`src/rtl/platformer_pkg.sv`:
```
// Shared constants for the platformer control path: key map and debounce timing.
// Latency: n/a (constants and helpers only).
// Backpressure: n/a.
package platformer_pkg;

    localparam int N_KEYS = 3;

    // Channel index of each button in the key vectors
    localparam int KEY_RIGHT = 0;
    localparam int KEY_LEFT  = 1;
    localparam int KEY_JUMP  = 2;

    // 10 ms of stability at the 25 MHz pixel clock
    localparam int DEBOUNCE_CYCLES_25MHZ = 250000;
    // Short window so benches reach accepted edges in a handful of cycles
    localparam int DEBOUNCE_CYCLES_SIM   = 4;
    localparam int DEBOUNCE_CNT_W        = 18;

    // True when a counter of the given width can hold cycles-1 without wrapping
    function automatic bit cnt_fits(input int cycles, input int width);
        return (longint'(1) << width) > longint'(cycles);
    endfunction

endpackage

```
`src/rtl/key_conditioner_if.sv`:
```
// Button-side and game-side signals of the key conditioner, bundled.
// Latency: n/a (wiring only).
// Backpressure: none; all outputs are levels or single-cycle pulses.
interface key_conditioner_if
    import platformer_pkg::*;
#(
    parameter int N = N_KEYS
);
    logic [N-1:0] key_n;
    logic         frame_tick;
    logic [N-1:0] held;
    logic [N-1:0] press_pulse;
    logic [N-1:0] release_pulse;
    logic [N-1:0] press_evt;

    // Producer of raw buttons and frame ticks (board / bench side)
    modport master (
        output key_n,
        output frame_tick,
        input  held,
        input  press_pulse,
        input  release_pulse,
        input  press_evt
    );

    // The conditioner itself
    modport slave (
        input  key_n,
        input  frame_tick,
        output held,
        output press_pulse,
        output release_pulse,
        output press_evt
    );

endinterface

```
`src/rtl/key_conditioner_debounce.sv`:
```
// One button: 2-FF sync, stability counter, held level, press/release pulses, sticky press event.
// Latency: raw edge to held/pulse is 2 + DEBOUNCE_CYCLES clocks; press_evt follows one clock later.
// Backpressure: none; press_evt holds a press until frame_tick acknowledges it.
module debounce_channel
    import platformer_pkg::*;
#(
    parameter int DEBOUNCE_CYCLES = DEBOUNCE_CYCLES_25MHZ,
    parameter int CNT_W           = DEBOUNCE_CNT_W
) (
    input  logic clk,
    input  logic rst_n,
    input  logic key_n,
    input  logic frame_tick,
    output logic held,
    output logic press_pulse,
    output logic release_pulse,
    output logic press_evt
);

    localparam logic [CNT_W-1:0] CNT_LAST = CNT_W'(DEBOUNCE_CYCLES - 1);
    localparam logic [CNT_W-1:0] CNT_ONE  = CNT_W'(1);

    logic             sync1;
    logic             sync2;
    logic             pressed_s;
    logic [CNT_W-1:0] cnt;

    assign pressed_s = ~sync2;

    // Two-flop synchroniser; resets to the released level so a held key is not seen as an edge
    always_ff @(posedge clk or negedge rst_n) begin
        if (!rst_n) begin
            sync1 <= 1'b1;
            sync2 <= 1'b1;
        end else begin
            sync1 <= key_n;
            sync2 <= sync1;
        end
    end

    // Count consecutive disagreeing cycles; any agreement restarts, the last one accepts the change
    always_ff @(posedge clk or negedge rst_n) begin
        if (!rst_n) begin
            cnt           <= '0;
            held          <= 1'b0;
            press_pulse   <= 1'b0;
            release_pulse <= 1'b0;
        end else if (pressed_s == held) begin
            cnt           <= '0;
            press_pulse   <= 1'b0;
            release_pulse <= 1'b0;
        end else if (cnt == CNT_LAST) begin
            cnt           <= '0;
            held          <= pressed_s;
            press_pulse   <= pressed_s;
            release_pulse <= ~pressed_s;
        end else begin
            cnt           <= cnt + CNT_ONE;
            press_pulse   <= 1'b0;
            release_pulse <= 1'b0;
        end
    end

    // Sticky press: a pulse coinciding with frame_tick wins, so that press lands in the next frame
    always_ff @(posedge clk or negedge rst_n) begin
        if (!rst_n) begin
            press_evt <= 1'b0;
        end else begin
            press_evt <= press_pulse | (press_evt & ~frame_tick);
        end
    end

endmodule

```
`src/rtl/key_conditioner.sv`:
```
// Conditions the raw active-low buttons into clean levels, edge pulses and per-frame press events.
// Latency: 2 + DEBOUNCE_CYCLES clocks from a stable raw edge to held/pulse, identical on every key.
// Backpressure: none; press_evt is held until frame_tick, which is fanned out to every channel.
module key_conditioner
    import platformer_pkg::*;
#(
    parameter int DEBOUNCE_CYCLES = DEBOUNCE_CYCLES_25MHZ,
    parameter int CNT_W           = DEBOUNCE_CNT_W
) (
    input  logic             clk,
    input  logic             rst_n,
    key_conditioner_if.slave kif
);

    logic [N_KEYS-1:0] held_w;
    logic [N_KEYS-1:0] press_pulse_w;
    logic [N_KEYS-1:0] release_pulse_w;
    logic [N_KEYS-1:0] press_evt_w;

    for (genvar gi = 0; gi < N_KEYS; gi++) begin : g_ch
        debounce_channel #(
            .DEBOUNCE_CYCLES (DEBOUNCE_CYCLES),
            .CNT_W           (CNT_W)
        ) u_ch (
            .clk           (clk),
            .rst_n         (rst_n),
            .key_n         (kif.key_n[gi]),
            .frame_tick    (kif.frame_tick),
            .held          (held_w[gi]),
            .press_pulse   (press_pulse_w[gi]),
            .release_pulse (release_pulse_w[gi]),
            .press_evt     (press_evt_w[gi])
        );
    end

    assign kif.held          = held_w;
    assign kif.press_pulse   = press_pulse_w;
    assign kif.release_pulse = release_pulse_w;
    assign kif.press_evt     = press_evt_w;

endmodule

```
`src/flat_wrapper.sv`:
```
// flat-port wrapper written by rule: the top's interface ports become plain ports
module key_conditioner_flat import platformer_pkg::*;
#(
    parameter int DEBOUNCE_CYCLES = DEBOUNCE_CYCLES_25MHZ,
    parameter int CNT_W           = DEBOUNCE_CNT_W
)
  (clk, rst_n, kif_key_n, kif_frame_tick, kif_held, kif_press_pulse, kif_release_pulse, kif_press_evt);
  key_conditioner_if kif_i ();
  input  logic clk;
  input  logic rst_n;
  input wire logic [$bits(kif_i.key_n)-1:0] kif_key_n;
  input wire logic [$bits(kif_i.frame_tick)-1:0] kif_frame_tick;
  output wire logic [$bits(kif_i.held)-1:0] kif_held;
  output wire logic [$bits(kif_i.press_pulse)-1:0] kif_press_pulse;
  output wire logic [$bits(kif_i.release_pulse)-1:0] kif_release_pulse;
  output wire logic [$bits(kif_i.press_evt)-1:0] kif_press_evt;
  assign kif_i.key_n = kif_key_n;
  assign kif_i.frame_tick = kif_frame_tick;
  assign kif_held = kif_i.held;
  assign kif_press_pulse = kif_i.press_pulse;
  assign kif_release_pulse = kif_i.release_pulse;
  assign kif_press_evt = kif_i.press_evt;
  key_conditioner #(.DEBOUNCE_CYCLES(DEBOUNCE_CYCLES), .CNT_W(CNT_W)) u_core (.clk(clk), .rst_n(rst_n), .kif(kif_i));
endmodule
```
`config.mk`:
```
export PLATFORM = sky130hd
export DESIGN_NAME = key_conditioner_flat
export DESIGN_NICKNAME = d
export VERILOG_FILES = /design/src/rtl/platformer_pkg.sv /design/src/rtl/key_conditioner_if.sv /design/src/rtl/key_conditioner_debounce.sv /design/src/rtl/key_conditioner.sv /design/src/flat_wrapper.sv
export SDC_FILE = /design/constraint.sdc
export NUM_CORES = 1
export LEC_CHECK = 0
export ABC_AREA = 1
export CAP_MARGIN = 20
export CORE_ASPECT_RATIO = 1.2
export CORE_MARGIN = 1
export CORE_UTILIZATION = 30
export DETAILED_ROUTE_END_ITERATION = 10
export HOLD_SLACK_MARGIN = 0.03
export SETUP_SLACK_MARGIN = 0.05
export SYNTH_ARGS = -nofsm -noshare
export SYNTH_HDL_FRONTEND = slang
export SYNTH_SLANG_ARGS = --single-unit
```
`constraint.sdc`:
```
create_clock -name clk -period 1.9 [get_ports clk]
set_clock_uncertainty 0.1 [all_clocks]
set_input_delay 0.19 -clock clk [delete_from_list [all_inputs] [get_ports clk]]
set_output_delay 0.19 -clock clk [all_outputs]
set_load 0.005 [all_outputs]
```
Yosys cells after proc, flatten, opt, wreduce, memory -nomap -nowiden:

Index checks and enable logic that the tools add are counted.
Widths: inputs -> output; s select.

* input bits: 6
* word-level logic and storage cells: 64
* bits in registers: 72
* output and inout bits: 12

* muxes and demuxes: 18
* reductions and logical operators: 3
* add/subtract/negate cells: 3
* eq/ne operators: 6
* bitwise logic cells: 13

Operators by type and width (number)
* $mux 18: 6
* $add 18x1->18 const B: 3
* $eq 18x18->1 const B: 3
* $mux 1: 12
* $not 1->1: 7
* $reduce_and 2->1: 3
* $and 1x1->1: 3
* $eq 1x1->1: 3
* $or 1x1->1: 3

Depth between registers and ports, before layout:

* word-level depth: 4
* gate-level depth with buffers: 9
* mapped depth without buffers: 9

Modules after synthesis:

Synthesis repeated with hierarchy kept, for this count alone.

* cells, all modules: 429
* area total of the unflattened synthesis: 3648.5 um^2

By module, submodules not included
* debounce_channel: area an instance 1216.2 um^2, seq. area each 603.1 um^2, times used 3, cells an instance 143

Worst setup path before layout:

Ideal clock, no wire load.

* path kind: flip-flop to flip-flop
* from: reg u_core.g_ch[1].u_ch.sync2
* to: reg u_core.g_ch[1].u_ch.cnt[12]
* period minus slack after synthesis: 1373 ps
* data required time: 1679 ps
* arrival: 1153 ps
* setup slack: 527 ps
* library setup time: 121 ps
* stages on the path, launching flop included: 6
* buffers on the path: 0
* cells stage by stage: dfstp_2 nor2_1 nor2_2 inv_1 nand2_2 nor2_1

* longest elaborated chain between the ends: 3

RTL lines
* start: declaration: line key_conditioner_debounce.sv:24 `logic sync2;`
* start signal: assignment: line key_conditioner_debounce.sv:37 `sync2 <= sync1;`
* $not 1->1: line key_conditioner_debounce.sv:28 `assign pressed_s = ~sync2;`
* $eq 1x1->1: line key_conditioner_debounce.sv:48 `end else if (pressed_s == held) begin`
* $mux 18: line key_conditioner_debounce.sv:48
* end signal: assignment: line key_conditioner_debounce.sv:58 `cnt <= cnt + CNT_ONE;`
* end: declaration: line key_conditioner_debounce.sv:26 `logic [CNT_W-1:0] cnt;`

Every way passes these cells.
A chain may end at the register's enable or synchronous reset.

Final worst setup path:

* from: reg u_core.g_ch[1].u_ch.held
* to: out kif_held[1]

RTL lines
* start: declaration: line key_conditioner_debounce.sv:14 `output logic held,`
* start signal: assignment: line key_conditioner_debounce.sv:54 `held <= pressed_s;`
* end: declaration: line flat_wrapper.sv:13 `output wire logic [$bits(kif_i.held)-1:0] kif_held;`

No word-level cell between the ends.

==> impl_metrics.py <==
metrics = {
    "synthesis": {
        "ys_ff_latch": 72,
        "yosys_warnings": 0,
        "syn_avg_cell_area_um2": 8.241,
        "synthCells": 455,
        "yosysSeqAreaShare_pct": 48.25,
        "synth_nets": 464,
        "synth_cell_types": 23,
        "syn_area_um2": 3750,
    },
    "power": {
        "ir_drop_mv": 0.5017,
        "leakage_nw": 1.858,
        "p_per_area_nw_per_um2": 796.4,
    },
    "critical_path": {
        "rrSetupSlack_ns": 0.34,
        "cpLargestDelayFamily": "buffers and inverters",
        "arrival_ns": 1.27,
        "crit_chain": "clkdlybuf4s50_1",
        "reg2reg_to": "u_core.g_ch[2].u_ch.cnt[12]$_DFF_PN0_",
        "r2r_start": "u_core.g_ch[2].u_ch.cnt[0]$_DFF_PN0_",
        "cpPeakStageDelay_ns": 0.53,
        "ff2ff_path_depth": 6,
        "startpoint_type": "flip-flop",
        "end_kind": "primary output",
        "worstSetupPathDepth": 1,
        "slowest_stage": "clkdlybuf4s50_1",
        "cp_max_fo": 5,
        "worstPathRequired_ns": 1.61,
        "path_buf_inv": 1,
        "path_class": "flip-flop to primary output",
    },
    "drt": {
        "wl_per_cell_um": 10.36,
        "routed_wl_um": 6650,
        "drt-initial-drc-count": 139,
        "avgViaCountPerCell": 4.255,
        "drtAntennaViolNets": 0,
        "remaining_drc_errors": 0,
        "dr_total_vias": 2732,
        "dr.pass1.iters": 4,
    },
    "sta": {
        "hold_violations": 0,
        "fin_crit_sh_pct": 82.17,
        "max-slew-margin-rel_pct": 73.44,
        "tns_ns": 0,
        "period_needed_ns": 1.561,
        "grt_setup_unrepaired": "no",
        "hold_ws_ns": 0.1613,
        "slew_violations": 0,
        "fmax_mhz": 640.5,
        "worstMarginPinSlew_ns": 0.3983,
        "finalSetupViolations": 0,
    },
    "cells_and_area": {
        "nets": 485,
        "post_route_cells_drive_above_1_share_pct": 15.38,
        "antenna_cells": 0,
        "fin_util_pct": 36.19,
        "areaGrowthSynthToFinish_pct": 17.42,
    },
    "clock_network": {
        "clk_path_buf_depth": 2,
        "numCtsBuffers": 9,
        "cts_tree": "yes",
        "cts_sinks": 72,
        "ctsRootBufferMaster": "clkbuf_16",
        "htree_levels": 3,
        "clk_pin_slew_ns": 0.05,
        "clkLatencyLatePin_ns": 0.34,
    },
    "placed_design": {
        "portBuffers": 17,
        "gp_congestion": 0.7974,
        "dpl.hpwl_um": 4910,
    },
    "global_routing": {
        "track_usage_pct": 11.49,
        "grt_pass1_wl_um": 12020,
        "grt_max_degree": 57,
        "overflow": 0,
        "antenna_found_initial": 0,
        "grt_pass1_vias": 2713,
    },
    "floorplanning": {
        "num_rows": 44,
        "core_um2": 12170,
        "dieHeight_um": 124.5,
        "initial_utilization_pct": 30.82,
        "dieArea_um2": 12950,
        "die_x_um": 104.1,
        "io_pins": 18,
    },
    "min_path": {
        "hp-class": "primary input to flip-flop",
        "hold_start": "kif_key_n[0]",
        "hold-path-endpoint": "u_core.g_ch[0].u_ch.sync1$_DFF_PN1_",
        "hold_depth": 1,
    },
    "run": {
        "max-cap-violations": 0,
    },
    "run_status": {
        "status": "finished, final reports clean",
    },
}
synth_stat cells:
cell type / n / share of area, %
dfrtp_1: 66 / 44
inv_1: 50 / 5.0
nand3_2: 6 / 1.6
and2_0: 2 / 0.33
nand2_2: 14 / 2.3
dfstp_2: 6 / 4.2
xnor2_1: 13 / 3.0
a21oi_1: 10 / 1.3
nand2_4: 2 / 0.60
nand3_1: 31 / 4.1
nor2_1: 114 / 11
o21bai_1: 3 / 0.60
nor2_2: 12 / 2.0
o21ai_0: 3 / 0.40
nand2_1: 68 / 6.8
nor3_1: 5 / 0.67
inv_2: 4 / 0.40
o21ai_1: 1 / 0.13
buf_4: 12 / 2.4
xor2_1: 18 / 4.2
ha_1: 3 / 1.0
nor2_4: 10 / 3.0
nand4_1: 2 / 0.33
registers in the layout, indices dropped and copies added (netlist names):
signal,cells
u_core.g_ch.u_ch.cnt,54
u_core.g_ch.u_ch.held,3
u_core.g_ch.u_ch.press_evt,3
u_core.g_ch.u_ch.press_pulse,3
u_core.g_ch.u_ch.release_pulse,3
u_core.g_ch.u_ch.sync1,3
u_core.g_ch.u_ch.sync2,3
layout by cell type, fill, tap and decap left out, drive strengths merged:
cell type        n
a21oi           10
and2             2
buf              5
bufinv           2
clkbuf          11
clkdlybuf4s50   16
clkinv           2
clkinvlp         1
dfrtp           66
dfstp            6
dlygate4sd3      1
ha               3
inv             54
nand2           84
nand3           37
nand4            2
nor2           136
nor3             5
o21ai            4
o21bai           3
xnor2           13
xor2            18
layout make-up:
| type | instances | area, µm² |
|---|---|---|
| well taps | 161 | 201.4 |
| multi-input cells | 317 | 1648 |
| clock inverters | 5 | 81.33 |
| clock buffers | 11 | 242.7 |
| repair buffers | 22 | 217.7 |
| fillers | 1245 | 7764 |
| flip-flops and latches | 72 | 1809 |
| inverters | 54 | 202.7 |
metrics by stage:
stage	setup WS, ns	power [mW]	cell area [µm²]	std cells
global placement	0.4149	1.721	4069	625
finish	0.3387	3.507	4403	642
global route	0.2109	3.642	4403	642
floorplan	0.5269	1.655	3750	455
CTS	0.3175	3.577	4403	642
detailed placement	0.3560	1.726	4069	625
cell families after synthesis:
group / Yosys count / synth area share, %
buf+inv: 66 / 7.808
xor+xnor: 31 / 7.241
flops: 72 / 48.25
compound gates: 17 / 2.469
simple gates: 266 / 33.23
fa+ha+maj: 3 / 1.001
repair_timing:
item	CTS	global route
gates resized for setup	0	0
setup buffers	0	0
endpoints found under the hold margin	16	0
hold buffers	1	0
how the worst max path moves through the flow:
| stage | to | startpoint | slack, ns |
|---|---|---|---|
| 6_report | kif_held[1] | u_core.g_ch[1].u_ch.held$_DFFE_PN0P_ | 0.34 |
| 4_1_cts | kif_held[1] | u_core.g_ch[1].u_ch.held$_DFFE_PN0P_ | 0.32 |
| 3_5_place_dp | u_core.g_ch[2].u_ch.cnt[12]$_DFF_PN0_ | u_core.g_ch[2].u_ch.cnt[0]$_DFF_PN0_ | 0.36 |
| 5_1_grt | u_core.g_ch[2].u_ch.cnt[12]$_DFF_PN0_ | u_core.g_ch[2].u_ch.cnt[0]$_DFF_PN0_ | 0.21 |
| 2_1_floorplan | u_core.g_ch[1].u_ch.cnt[12]$_DFF_PN0_ | u_core.g_ch[1].u_ch.sync2$_DFF_PN1_ | 0.53 |
| 3_3_place_gp | u_core.g_ch[2].u_ch.cnt[12]$_DFF_PN0_ | u_core.g_ch[2].u_ch.cnt[0]$_DFF_PN0_ | 0.41 |
power breakdown:
| part | internal (mW) | total (mW) | switching, mW |
|---|---|---|---|
| clock | 1.18 | 1.81 | 0.627 |
| combinational | 0.0402 | 0.114 | 0.0734 |
| sequential | 1.56 | 1.58 | 0.0199 |
| total | 2.79 | 3.51 | 0.720 |
metal layers:
| layer | wire, µm | vias to the layer above | global-route usage (%) | share of wire, % |
|---|---|---|---|---|
| met3 | 172 | 14 | 3.192 | 2.6 |
| met5 | 0 | - | 0 | 0 |
| li1 | - | 1428 | - | - |
| met2 | 3265 | 26 | 19.49 | 49 |
| met1 | 3067 | 1264 | 13.40 | 46 |
| met4 | 145 | 0 | 5.294 | 2.2 |
(Power assumes the default switching activity.)
